===== config.mk =====
export PLATFORM = sky130hd
export DESIGN_NAME = csa_accum_ctrl
export DESIGN_NICKNAME = d
export VERILOG_FILES = /design/src/rtl/csa_accum_ctrl.sv
export SDC_FILE = /design/constraint.sdc
export NUM_CORES = 1
export LEC_CHECK = 0
export CORE_MARGIN = 2
export CORE_UTILIZATION = 49
export CTS_BUF_LIST = sky130_fd_sc_hd__clkbuf_8
export DETAILED_ROUTE_END_ITERATION = 6
export PLACE_DENSITY = 0.73
export SYNTH_ARGS = -nofsm -noshare
export SYNTH_HDL_FRONTEND = slang
export SYNTH_SLANG_ARGS = --single-unit

===== constraint.sdc =====
create_clock -name clk -period 5.5 [get_ports clk]
set_clock_uncertainty 0.05 [all_clocks]
set_input_delay 1.1 -clock clk [delete_from_list [all_inputs] [get_ports clk]]
set_output_delay 1.1 -clock clk [all_outputs]
set_load 0.1 [all_outputs]

===== src/rtl/csa_accum_ctrl.sv =====
// rtl/csa_accum_ctrl.sv - carry-save multi-operand accumulator sequencer (optional CSA_CYC_CNT_EN adds cyc_cnt)
module csa_accum_ctrl #(
    parameter int W     = 4,
    parameter int MAXN  = 8,
    parameter int CNT_W = 4,
    parameter int ACC_W = 7
) (
    input  logic             clk,
    input  logic             rst,
    input  logic             start,
    input  logic [CNT_W-1:0] n_ops,
    output logic             busy,
    input  logic             op_valid,
    input  logic [W-1:0]     op_data,
    output logic             op_ready,
    output logic [ACC_W-1:0] result,
    output logic             res_valid,
    input  logic             res_ready
`ifdef CSA_CYC_CNT_EN
    ,
    output logic [7:0]       cyc_cnt
`endif
);

    typedef enum logic [1:0] {IDLE, ACCUM, RESOLVE, DONE} state_t;

    state_t           state;
    logic [ACC_W-1:0] sum_r;
    logic [ACC_W-1:0] carry_r;
    logic [CNT_W-1:0] cnt;
    logic [CNT_W-1:0] target;
    logic [CNT_W-1:0] n_clamp;
    logic [CNT_W-1:0] cnt_inc;
    logic [ACC_W-1:0] x;
    logic [ACC_W-1:0] sum_nx;
    logic [ACC_W-1:0] carry_nx;
    logic             take;

    assign x        = ACC_W'(op_data);
    assign n_clamp  = (n_ops > CNT_W'(MAXN)) ? CNT_W'(MAXN) : n_ops;
    assign cnt_inc  = cnt + 1'b1;
    assign take     = (state == ACCUM) && op_valid;

    // 3:2 compressor row: carries leaving the top bit are dropped, which is
    // harmless because the result is only defined modulo 2^ACC_W
    assign sum_nx   = sum_r ^ carry_r ^ x;
    assign carry_nx = ((sum_r & carry_r) | (sum_r & x) | (carry_r & x)) << 1;

    assign op_ready  = (state == ACCUM);
    assign busy      = (state != IDLE);
    assign res_valid = (state == DONE);

    // Job sequencing: latch job size, compress operands, resolve, hold result
    always_ff @(posedge clk or posedge rst) begin
        if (rst) begin
            state   <= IDLE;
            sum_r   <= '0;
            carry_r <= '0;
            cnt     <= '0;
            target  <= '0;
            result  <= '0;
        end else begin
            case (state)
                IDLE: begin
                    if (start) begin
                        target  <= n_clamp;
                        sum_r   <= '0;
                        carry_r <= '0;
                        cnt     <= '0;
                        if (n_clamp == '0) begin
                            result <= '0;
                            state  <= DONE;
                        end else begin
                            state  <= ACCUM;
                        end
                    end
                end
                ACCUM: begin
                    if (take) begin
                        sum_r   <= sum_nx;
                        carry_r <= carry_nx;
                        cnt     <= cnt_inc;
                        if (cnt_inc == target) begin
                            state <= RESOLVE;
                        end
                    end
                end
                RESOLVE: begin
                    result <= sum_r + carry_r;
                    state  <= DONE;
                end
                DONE: begin
                    if (res_ready) begin
                        state <= IDLE;
                    end
                end
                default: state <= IDLE;
            endcase
        end
    end

`ifdef CSA_CYC_CNT_EN
    // Job cycle counter: cleared on start, counts ACCUM/RESOLVE cycles, saturates
    always_ff @(posedge clk or posedge rst) begin
        if (rst) begin
            cyc_cnt <= '0;
        end else if (state == IDLE && start) begin
            cyc_cnt <= '0;
        end else if ((state == ACCUM || state == RESOLVE) && cyc_cnt != 8'hFF) begin
            cyc_cnt <= cyc_cnt + 8'd1;
        end
    end
`endif

endmodule


==> metrics.csv <==
stage;metric;value;unit
run_status;status;finished clean;
sta;Final min period;3.48;ns
power_and_ir_drop;Int Pwr;556;uW
setup_path;Reg2Reg Depth;5;
synthesis;Post-Syn Nets;175;
synthesis;Commonest cells post-synth;30 x dfrtp_1, 18 x nand2_1, 14 x a22o_1;
global_routing;first-pass GRT wire length;5840;um
detailed_routing;Detailed Route Iter0 Violations;52;
synthesis;Synth area leader;dfrtp_1;
die;Initial Utilization;50.5;%
synthesis;Avg Cell Area, Syn;11.4;um^2
die;Die X;62.2;um
sta;Setup TNS Final;0;ns
die;core area;3280;um^2
global_routing;number of global-route vias before repair;1290;
synthesis;Post-synth top flop;dfrtp_1;
power_and_ir_drop;sequential power share;30.7;%
clocking;H-tree depth;2;
synthesis;#FFs+latches synth;30;
placement;worst slack at placement;2.32;ns
global_routing;grt ovf;0;
sta;final worst-path cycle share;63.3;%
clocking;CTS Hold Bufs;0;
setup_path;CP Launch Type;register;
clocking;clock insertion delay at the later pin of the skew report;0.28;ns
synthesis;top cell type's share of synthesized area;45.2;%
sta;FMAX;0.287;GHz
clocking;root buffer cell;clkbuf_8;
power_and_ir_drop;Leakage;0.000951;uW
sta;Final Hold Slack;0.443;ns
global_routing;antenna violations before repair;0;
sta;actual slew at the worst max-slew pin;1.13;ns
clocking;clk sink count;30;
detailed_routing;DR vias;1159;
clocking;Num CTS Buffers;5;
sta;Final WS setup;2.02;ns
clocking;CTS tree;done;
synthesis;Synth Instances;146;
setup_path;critical-path maximum fanout;6;
sta;fin. max-slew vios;0;
min_path;hold path cells;2;
die;full die area;3870;um^2
cells_and_area;nets;200;
cells_and_area;Area Overhead vs Synth;20.7;%
global_routing;Total GRT Usage;19.4;%
synthesis;Post-synth EDFFs;0;
detailed_routing;drt first pass iters;4;
sta;RSZ-0062 raised after global routing;false;
synthesis;ys async rst share;100;%
placement;gpl congestion;0.789;
synthesis;Cell Area, Synth;1660;um^2
synthesis;synth top area cells;dfrtp_1 45%, ha_1 9.0%, a22o_1 7.4%, fa_1 4.8%, nand2_1 4.1%;
power_and_ir_drop;PD cells;531;nW/um^2
setup_path;Critical Path RT;4.35;ns
sta;Fin. Hold Viols;0;
synthesis;synth warn;0;
cells_and_area;number of diodes;0;
die;cell row count;21;
power_and_ir_drop;Clk pwr share;16.9;%
power_and_ir_drop;switching share of total power;47.7;%
clocking;clk buf depth;2;
detailed_routing;vias per inst;5.32;
detailed_routing;post-route ant nets;0;
power_and_ir_drop;switching pwr;508;uW
power_and_ir_drop;Power Total;1060;uW
clocking;Post-CTS Resized;0;
cells_and_area;number of fill cells;282;
detailed_routing;mean routed wirelength per cell;14.7;um
sta;Rel. slew slack;24.7;%
synthesis;Synth cell types;34;
power_and_ir_drop;Max IR drop VDD;0.300;mV
clocking;clock slew at reported path FFs;0.06;ns
setup_path;Setup CP Type;reg -> out;
flow_run;max_cap viols;0;
sta;final setup vio count;0;
clocking;Setup Fix Bufs, Post-CTS;0;
detailed_routing;# DRC;0;
die;# IOs;23;
die;die height;62.2;um
cells_and_area;share of layout cells above drive strength 1;10.5;%
setup_path;crit path DAT;2.33;ns
power_and_ir_drop;Comb pwr share;52.5;%
synthesis;register area share after synthesis;45.2;%
detailed_routing;final wirelength;3200;um
min_path;Hold Path Class;reg -> reg;
synthesis;most common cell in the synthesized netlist;dfrtp_1;
placement;HPWL after DPL;2420;um
placement;Buffers on Ports;22;
setup_path;CP endpoint kind;output pin;
global_routing;pin count of the biggest net entering global routing;31;
flip-flops by register name, indices dropped and copies added, names as in the netlist:
register,cells
cnt,4
result,7
state,2
sum_r,7
target,4
carry_r,6
critical path: stages, from the launching register on:
cell,delay (ns)
dfrtp_1,0.40
inv_1,0.14
ha_1,0.32
clkdlybuf4s50_1,1.19
cell families after synthesis:
family                   synth area share, %
flip-flops                              45.2
AO/OA/AOI/OAI                           17.9
multiplexers                            2.49
adder cells (fa/ha/maj)                 13.9
buffers and inverters                   2.64
XOR/XNOR                                5.73
AND/OR/NAND/NOR                         12.1
metal layers:
metal  vias to the layer above  GRT usage (%)  wire, um
met1                       555           23.1      1300
li1                        565              -         -
met4                         0           8.33        60
met2                        30           32.5      1700
met5                         -              0         0
met3                         9           6.34       135
final cells by class:
cell class                      instances  area, um^2  share of cell area (%)
Multi-Input combinational cell        107         865                    43.2
Timing Repair Buffer                   22         220                    11.0
Clock buffer                            6        82.6                    4.12
Tap cell                               46        57.6                    2.87
Sequential cell                        30         751                    37.5
Inverter                                5        18.8                   0.937
Clock inverter                          2        8.76                   0.437
through the flow:
step / area, um^2 / utilization [%] / std cells
after floorplan: 1660 / - / 146
after global placement: 1910 / 58.2 / 210
after detailed placement: 1910 / 58.2 / 210
after CTS: 2000 / 61.0 / 218
after global routing: 2000 / 61.0 / 218
final: 2000 / 61.0 / 218
cell usage in the layout (no fill, tap or decap), drive strengths merged, types with 5 or more instances in the layout:
master / n
a22o: 14
ha: 12
dfrtp: 30
nand2b: 5
o21ai: 17
clkbuf: 6
nand2: 18
clkdlybuf4s50: 22
inv: 6
xnor2: 6
path summary, 6_finish.rpt:
check / end / slack (ns) / from
worst min-delay path: result[6] / 0.44 / result[6]
worst max register to register: sum_r[6] / 3.62 / state[1]
min in group asynchronous: result[0] / 1.36 / rst
worst min register to register: result[6] / 0.44 / result[6]
worst max-delay path: op_ready / 2.02 / state[1]
max in group asynchronous: sum_r[3] / 3.35 / rst
power by group through the flow:
stage / registers (uW) / clock network (uW) / logic, uW
6_report: 326 / 179 / 558
5_1_grt: 337 / 198 / 604
4_1_cts: 327 / 187 / 565
3_5_place_dp: 330 / 0 / 563
3_3_place_gp: 325 / 0 / 541
2_1_floorplan: 402 / 0 / 370
Note: power is estimated with default switching activity, not from simulation.
